===== config.mk =====
export PLATFORM = sky130hd
export DESIGN_NAME = approx_mult_error_monitor
export DESIGN_NICKNAME = d
export VERILOG_FILES = /design/src/rtl/approx_mult_error_monitor.sv
export SDC_FILE = /design/constraint.sdc
export NUM_CORES = 2
export LEC_CHECK = 0
export BUFFER_PORTS_ARGS = -buffer_cell sky130_fd_sc_hd__buf_4
export CAP_MARGIN = 20
export CORE_MARGIN = 1
export CORE_UTILIZATION = 55
export DETAILED_ROUTE_END_ITERATION = 6
export PLACE_DENSITY = 0.74
export SETUP_SLACK_MARGIN = 0.15
export SLEW_MARGIN = 20
export SYNTH_ARGS = -nofsm -noshare
export SYNTH_HDL_FRONTEND = slang
export SYNTH_SLANG_ARGS = --single-unit

===== constraint.sdc =====
create_clock -name clk -period 24 [get_ports clk]
set_input_delay 0 -clock clk [delete_from_list [all_inputs] [get_ports clk]]
set_output_delay 0 -clock clk [all_outputs]
set_load 0.01 [all_outputs]

===== src/rtl/approx_mult_error_monitor.sv =====
// Error-statistics monitor for the 16x16 approximate multiplier: exact product vs. approximate,
// accumulated over a programmed window (2-stage pipeline, counts/ED sum/max ED with operands).
module approx_mult_error_monitor #(
  parameter int WIDTH = 16,
  parameter int CNT_W = 32,
  parameter int SUM_W = 48
) (
  input  logic                 clk,
  input  logic                 rst,
  input  logic                 clear,
  input  logic                 start,
  input  logic [CNT_W-1:0]     num_samples,
  input  logic                 in_valid,
  output logic                 in_ready,
  input  logic [WIDTH-1:0]     in_a,
  input  logic [WIDTH-1:0]     in_x,
  input  logic [2*WIDTH-1:0]   in_approx,
  output logic                 busy,
  output logic                 done,
  output logic [CNT_W-1:0]     sample_count,
  output logic [CNT_W-1:0]     error_count,
  output logic [SUM_W-1:0]     ed_sum,
  output logic [2*WIDTH-1:0]   ed_max,
  output logic [WIDTH-1:0]     max_a,
  output logic [WIDTH-1:0]     max_x,
  output logic                 sum_sat
);

  localparam int PW = 2 * WIDTH;

  typedef enum logic [1:0] {IDLE, RUN, DRAIN, DONE} state_t;

  state_t             state_q, state_d;
  logic [CNT_W-1:0]   target_q, target_d;
  logic [CNT_W-1:0]   accepted_q, accepted_d;
  logic               s1_vld_q, s1_vld_d;
  logic [WIDTH-1:0]   s1_a_q, s1_a_d, s1_x_q, s1_x_d;
  logic [PW-1:0]      s1_approx_q, s1_approx_d, s1_exact_q, s1_exact_d;
  logic               s2_vld_q, s2_vld_d;
  logic [WIDTH-1:0]   s2_a_q, s2_a_d, s2_x_q, s2_x_d;
  logic [PW-1:0]      s2_ed_q, s2_ed_d;
  logic               s2_err_q, s2_err_d;
  logic [CNT_W-1:0]   sample_count_q, sample_count_d;
  logic [CNT_W-1:0]   error_count_q, error_count_d;
  logic [SUM_W-1:0]   ed_sum_q, ed_sum_d;
  logic [PW-1:0]      ed_max_q, ed_max_d;
  logic [WIDTH-1:0]   max_a_q, max_a_d, max_x_q, max_x_d;
  logic               sum_sat_q, sum_sat_d;

  logic               hs;
  logic [SUM_W:0]     sum_wide;

  assign in_ready = (state_q == RUN) && (accepted_q < target_q);
  assign hs       = in_valid && in_ready;
  assign busy     = (state_q == RUN) || (state_q == DRAIN);
  assign done     = (state_q == DONE);
  // One extra bit catches the carry that signals saturation.
  assign sum_wide = {1'b0, ed_sum_q} + (SUM_W+1)'(s2_ed_q);

  always_comb begin
    state_d        = state_q;
    target_d       = target_q;
    accepted_d     = accepted_q;
    s1_vld_d       = hs;
    s1_a_d         = s1_a_q;
    s1_x_d         = s1_x_q;
    s1_approx_d    = s1_approx_q;
    s1_exact_d     = s1_exact_q;
    s2_vld_d       = s1_vld_q;
    s2_a_d         = s2_a_q;
    s2_x_d         = s2_x_q;
    s2_ed_d        = s2_ed_q;
    s2_err_d       = s2_err_q;
    sample_count_d = sample_count_q;
    error_count_d  = error_count_q;
    ed_sum_d       = ed_sum_q;
    ed_max_d       = ed_max_q;
    max_a_d        = max_a_q;
    max_x_d        = max_x_q;
    sum_sat_d      = sum_sat_q;

    if (hs) begin
      s1_a_d      = in_a;
      s1_x_d      = in_x;
      s1_approx_d = in_approx;
      s1_exact_d  = PW'(in_a) * PW'(in_x);
      accepted_d  = accepted_q + CNT_W'(1);
    end

    if (s1_vld_q) begin
      s2_a_d   = s1_a_q;
      s2_x_d   = s1_x_q;
      s2_ed_d  = (s1_approx_q >= s1_exact_q) ? (s1_approx_q - s1_exact_q)
                                             : (s1_exact_q - s1_approx_q);
      s2_err_d = (s1_approx_q != s1_exact_q);
    end

    if (s2_vld_q) begin
      sample_count_d = sample_count_q + CNT_W'(1);
      error_count_d  = error_count_q + CNT_W'(s2_err_q);
      if (sum_wide[SUM_W]) begin
        ed_sum_d  = '1;
        sum_sat_d = 1'b1;
      end else begin
        ed_sum_d = sum_wide[SUM_W-1:0];
      end
      // Strict compare: ties keep the operands of the earlier sample.
      if (s2_ed_q > ed_max_q) begin
        ed_max_d = s2_ed_q;
        max_a_d  = s2_a_q;
        max_x_d  = s2_x_q;
      end
    end

    case (state_q)
      IDLE, DONE: begin
        if (start) begin
          target_d       = num_samples;
          accepted_d     = '0;
          sample_count_d = '0;
          error_count_d  = '0;
          ed_sum_d       = '0;
          ed_max_d       = '0;
          max_a_d        = '0;
          max_x_d        = '0;
          sum_sat_d      = 1'b0;
          state_d        = (num_samples == '0) ? DONE : RUN;
        end
      end
      RUN: begin
        if (hs && (accepted_d == target_q)) state_d = DRAIN;
      end
      DRAIN: begin
        if (!s1_vld_q && !s2_vld_q) state_d = DONE;
      end
      default: state_d = IDLE;
    endcase

    if (clear) begin
      state_d        = IDLE;
      target_d       = '0;
      accepted_d     = '0;
      s1_vld_d       = 1'b0;
      s1_a_d         = '0;
      s1_x_d         = '0;
      s1_approx_d    = '0;
      s1_exact_d     = '0;
      s2_vld_d       = 1'b0;
      s2_a_d         = '0;
      s2_x_d         = '0;
      s2_ed_d        = '0;
      s2_err_d       = 1'b0;
      sample_count_d = '0;
      error_count_d  = '0;
      ed_sum_d       = '0;
      ed_max_d       = '0;
      max_a_d        = '0;
      max_x_d        = '0;
      sum_sat_d      = 1'b0;
    end
  end

  always_ff @(posedge clk or posedge rst) begin
    if (rst) begin
      state_q        <= IDLE;
      target_q       <= '0;
      accepted_q     <= '0;
      s1_vld_q       <= 1'b0;
      s1_a_q         <= '0;
      s1_x_q         <= '0;
      s1_approx_q    <= '0;
      s1_exact_q     <= '0;
      s2_vld_q       <= 1'b0;
      s2_a_q         <= '0;
      s2_x_q         <= '0;
      s2_ed_q        <= '0;
      s2_err_q       <= 1'b0;
      sample_count_q <= '0;
      error_count_q  <= '0;
      ed_sum_q       <= '0;
      ed_max_q       <= '0;
      max_a_q        <= '0;
      max_x_q        <= '0;
      sum_sat_q      <= 1'b0;
    end else begin
      state_q        <= state_d;
      target_q       <= target_d;
      accepted_q     <= accepted_d;
      s1_vld_q       <= s1_vld_d;
      s1_a_q         <= s1_a_d;
      s1_x_q         <= s1_x_d;
      s1_approx_q    <= s1_approx_d;
      s1_exact_q     <= s1_exact_d;
      s2_vld_q       <= s2_vld_d;
      s2_a_q         <= s2_a_d;
      s2_x_q         <= s2_x_d;
      s2_ed_q        <= s2_ed_d;
      s2_err_q       <= s2_err_d;
      sample_count_q <= sample_count_d;
      error_count_q  <= error_count_d;
      ed_sum_q       <= ed_sum_d;
      ed_max_q       <= ed_max_d;
      max_a_q        <= max_a_d;
      max_x_q        <= max_x_d;
      sum_sat_q      <= sum_sat_d;
    end
  end

  assign sample_count = sample_count_q;
  assign error_count  = error_count_q;
  assign ed_sum       = ed_sum_q;
  assign ed_max       = ed_max_q;
  assign max_a        = max_a_q;
  assign max_x        = max_x_q;
  assign sum_sat      = sum_sat_q;

endmodule


; Yosys cells after proc, flatten, opt, wreduce, memory -nomap -nowiden
; Cells that the tools add are included.
[word_totals]
regBits = 406
elab_cells = 119
output_inout_bits = 180
input_bits = 101
[classes]
reduce_logical = 16
multipliers = 1
eq_ne = 8
n_addsub = 6
n_mux = 65
order_cmp = 3
[ops]
columns = operator, count
row1 = 2-to-1 mux 32 bit, 27
row2 = 2-to-1 mux 16 bit, 18
row3 = 2-to-1 mux 48 bit, 5
row4 = "adder 32 x 1 -> 32 bit, second input constant", 2
row5 = subtractor 32 bit, 2
row6 = adder 48 x 32 -> 49 bit, 1
row7 = adder 32 x 1 -> 32 bit, 1
row8 = equality test 32 bit, 1
row9 = >= comparator 32 bit, 1
row10 = greater-than comparator 32 bit, 1
row11 = logical NOT 32 bit, 1
row12 = less-than comparator 32 bit, 1
row13 = multiplier 16 x 16 -> 32 bit, 1
row14 = != test 32 bit, 1
row15 = 2-to-1 mux 2 bit, 5
row16 = 2-to-1 mux 1 bit, 9
row17 = nonzero test 2 bit, 4
row18 = "!= test 3 x 2 -> 1 bit, second input constant", 2
row19 = one-hot mux 2 bit (3 select lines), 1
row20 = "equality test 2 bit, second input constant", 2
row21 = logical AND 1 bit, 4
row22 = "!= test 3 bit, second input constant", 1
row23 = AND reduction 3 bit, 1
row24 = "equality test 2 x 1 -> 1 bit, second input constant", 1
row25 = other kinds (5), 6

; Depth between registers and ports, before layout
[depth]
word_depth = 9
mapped_depth = 27
depth_no_buf = 25

; Worst setup path after synthesis
; Ideal clock, no wire load.
[synth_timing]
kind = input port to flip-flop
from = input in_x[7]
to = register s1_exact_q[30]
arrival_ns = 6.175
path_slack_ns = 17.747
setup_time_ns = 0.078
path_buffers = 2
t_required_ns = 23.922
cell_stages = 26
path_cell_list = clkbuf_1 clkbuf_1 nand2_1 fa_1 inv_1 fa_1 inv_1 fa_1 inv_1 fa_1 fa_1 inv_1 fa_1 inv_1 ha_1 nand3_1 a2111oi_0 a21oi_1 a311oi_1 a21oi_1 a31oi_1 a41oi_1 o21ai_0 xnor2_1 nand2_1 a21oi_1
[synth_via]
elab_chain_len = 3
[synth_lines]
columns = element, line
row1 = "start, declared", 16  ; input logic [WIDTH-1:0] in_x,
row2 = multiplier 16 x 16 -> 32 bit, 86  ; s1_exact_d = PW'(in_a) * PW'(in_x);
row3 = 2-to-1 mux 32 bit, 82  ; if (hs) begin
row4 = 2-to-1 mux 32 bit, 139  ; if (clear) begin
row5 = "end signal, assigned", 193  ; s1_exact_q <= s1_exact_d;
row6 = "end, declared", 38  ; logic [PW-1:0] s1_approx_q, s1_approx_d, s1_exact_q, s1_exact_d;
; Every way passes these cells. The select of a mux whose other input is x is not followed.
; A chain may end at the register's enable or synchronous reset.

; Final worst setup path
[layout_timing]
from = input in_x[4]
to = register s1_exact_q[30]
; Same word-level chain as after synthesis.

==> out/metrics.cfg <==
[yosys]
syn_area_sq_um=33200
postSynthAreaPerCell_sq_um=8.75
synth_most_common_cell=nand2_1
synth_top_area_share_pct=30.6
synth_fp_nets=4358
async_reset_ff_share_pct=100
synth_area_leaders=dfrtp_1 (31%), fa_1 (12%), ha_1 (10%)
synth_seq_cells=406
synth.distinct_cells=89
synth_ff_type=dfrtp_1
ys_seq_area_share_pct=30.6
syn_inst=3790
yosysWarnings=0
synth_edf_count=0
synth_top_cell_by_area=dfrtp_1
yosys-top-cells-count=nand2_1 (524), dfrtp_1 (406), inv_1 (406)

[clock_tree]
cts_resized=0
numCtsBuffers=45
cts_max_level=2
clockRootBuffer=clkbuf_16
ctsHoldBuffers=142
cts_tree=built
cts.path.max_buffers=3
clock-sinks=406
postCtsSetupBuffers=0
clkTransAtPathRegs_ns=0.06
insertion_delay_ns=0.60

[cells_and_area]
n_antenna_cell=0
syn2layout_area_growth_pct=16.6
final_nets=4660
drive_gt1_share_pct=10.3
fillers=4907
design_area_sq_um=38700
final_cells=4898

[outcome]
violations=design-rule violations
status=complete, but fails checks

[route]
wl_met1_um=38300
wl_met3_um=5340
drc=32
vias_per_cell=5.75
wl_um=90900
postRouteAntennaNets=0
routed-wl-met2_um=42200
top_layer_used=met4
drt-initial-drc-count=1984
wl_per_cell_um=18.6
dr.pass1.iters=7
vias=28158

[die]
rows=89
io-pin-count=281
fp.dieW_um=248
core_region_area_sq_um=59400
fp.dieH_um=248
start_util_pct=55.9
die_area_sq_um=61300

[timing]
setup_violations=0
fmax_ghz=0.154
tns_ns=0
drv_slew=0
hold_viol=0
skew_ns=0.0389
fin_crit_sh_pct=27.0
fin_crit_ns=6.49
maxSlewHeadroom_pct=29.1
fin_hold_ws_ns=0.120
max_slew.worst_pin.slew_ns=1.06
rsz0062_at_grt=no

[global_routing]
grt_usage_pct=29.6
grt_pass1_vias=27402
antenna_found_initial=0
grt_start_max_net_pins=161
grt_pass1_wl_um=144000
overflow=0

[pwr]
p_leak_nw=18.4
power.share.sequential_pct=18.9
powerDensity_nw_per_um2=111
pwr-share-comb_pct=64.1
ir_worst_vdd_uv=210
switching_share_pct=46.5
p_int_w=0.00230
power_switching_w=0.00200
p_clk_share_pct=17.1

[run]
cap_violations=0

[critical_path]
cp.required_ns=24.51
worst-path-max-fanout=17
startpoint_type=input pin
endpoint_kind=flip-flop
criticalPathCategory=input pin to flip-flop
cp.arrival_ns=7.00

[hold_path]
hold_path.class=input pin to flip-flop

[placed_design]
place_inst=4676
dpl.hpwl_um=66300
place_area_sq_um=35700
gp_congestion=0.962
port_buffers=280

## area by class of cell
cell class	count	area, sq um	share of cell area, %
well taps	773	967	2.50
repair buffers	441	3680	9.52
inverters	407	1540	3.97
flip-flops and latches	406	10200	26.3
clock inverters	20	262	0.676
multi-input cells	2791	20800	53.7
clock buffers	60	1300	3.37
## power groups by stage
stage / Combinational, W / Clock (W) / Sequential [W]
after floorplan: 0.00206 / 0 / 0.000789
after global placement: 0.00266 / 0 / 0.000820
after detailed placement: 0.00270 / 0 / 0.000822
after CTS: 0.00274 / 0.000747 / 0.000810
after global routing: 0.00307 / 0.000773 / 0.000818
final: 0.00276 / 0.000735 / 0.000812
## kinds of logic after synthesis
kind of cell | count (synthesis) | share of synthesized area [%]
simple gates | 1301 | 18.4
compound gates | 696 | 12.8
xor+xnor | 182 | 4.80
buf+inv | 593 | 6.87
flops | 406 | 30.6
mux | 145 | 4.42
fa+ha+maj | 467 | 22.1
## worst max-delay path, stage by stage
cell and delay, ns:
dlygate4sd3_1 0.56, buf_4 0.21, and2_1 0.20, fa_1 0.55
inv_1 0.05, fa_1 0.46, fa_1 0.51, inv_1 0.05
fa_1 0.51, fa_1 0.49, inv_1 0.05, fa_1 0.49
inv_1 0.04, ha_1 0.36, nand3_1 0.15, a2111oi_0 0.38
a21oi_1 0.18, a311oi_1 0.42, a21oi_1 0.16, a31oi_1 0.33
a41oi_1 0.21, o21ai_0 0.26, xnor2_1 0.14, nand2_1 0.07
a21oi_1 0.16
## final timing paths
kind	start	end	slack, ns	cells after the start
setup / recovery	in_x[4]	s1_exact_q[30]$_DFFE_PP0P_	17.51	25
hold / removal	start	target_q[31]$_DFFE_PP0P_	0.12	5
setup reg to reg	target_q[24]$_DFFE_PP0P_	state_q[1]$_DFFE_PP0P_	18.95	14
hold reg to reg	s1_a_q[10]$_DFFE_PP0P_	s2_a_q[10]$_DFFE_PP0P_	0.51	2
max in group asynchronous	rst	max_a[2]$_DFF_PP0_	21.71	5
min in group asynchronous	rst	ed_max[2]$_DFF_PP0_	0.16	3
## state kept, by name (all words and copies together) (netlist names)
signal and cells:
accepted_q 32, ed_max 32, ed_sum 48, error_count 32, max_a 16, max_x 16, s1_a_q 16, s1_approx_q 32
s1_exact_q 32, s1_vld_q 1, s1_x_q 16, s2_a_q 16, s2_ed_q 32, s2_err_q 1, s2_vld_q 1, s2_x_q 16
sample_count 32, state_q 2, sum_sat 1, target_q 32
## per-stage QoR
stage / power (W) / worst slack, ns / util (%)
floorplan: 0.00285 / 12.71 / -
global placement: 0.00348 / 17.69 / 60.1
detailed placement: 0.00352 / 17.50 / 60.1
CTS: 0.00430 / 17.54 / 65.2
global route: 0.00466 / 17.04 / 65.2
finish: 0.00430 / 17.51 / 65.2
## metal layers
| layer | up-vias | track usage, % |
|---|---|---|
| met5 | - | 0 |
| met4 | 0 | 15.2 |
| li1 | 13235 | - |
| met2 | 896 | 47.3 |
| met1 | 13775 | 39.1 |
| met3 | 252 | 4.43 |
## placed cells by master, fill, tap and decap left out, types with 12 or more instances in the layout
master	synthesis	routed
o21ai_0	110	110
mux2i_1	134	134
fa_1	197	197
o21a_1	14	14
and2_1	127	127
o21bai_1	29	29
and3_1	43	43
a21o_1	63	63
a31oi_1	18	18
clkbuf_16	0	45
xor2_1	84	84
nor2_1	312	312
or3_1	22	22
nand3_1	55	55
clkbuf_8	0	12
nor4_1	23	22
buf_4	6	297
nand2b_1	16	16
nor3_1	45	44
nand2_1	524	522
dfrtp_1	406	405
a21oi_1	321	320
dlygate4sd3_1	0	142
ha_1	270	270
xnor2_1	98	98
a211oi_1	30	30
inv_1	406	405
nand4_1	54	54
nor2b_1	27	27
No activity file was read; power rests on OpenSTA's default activity.
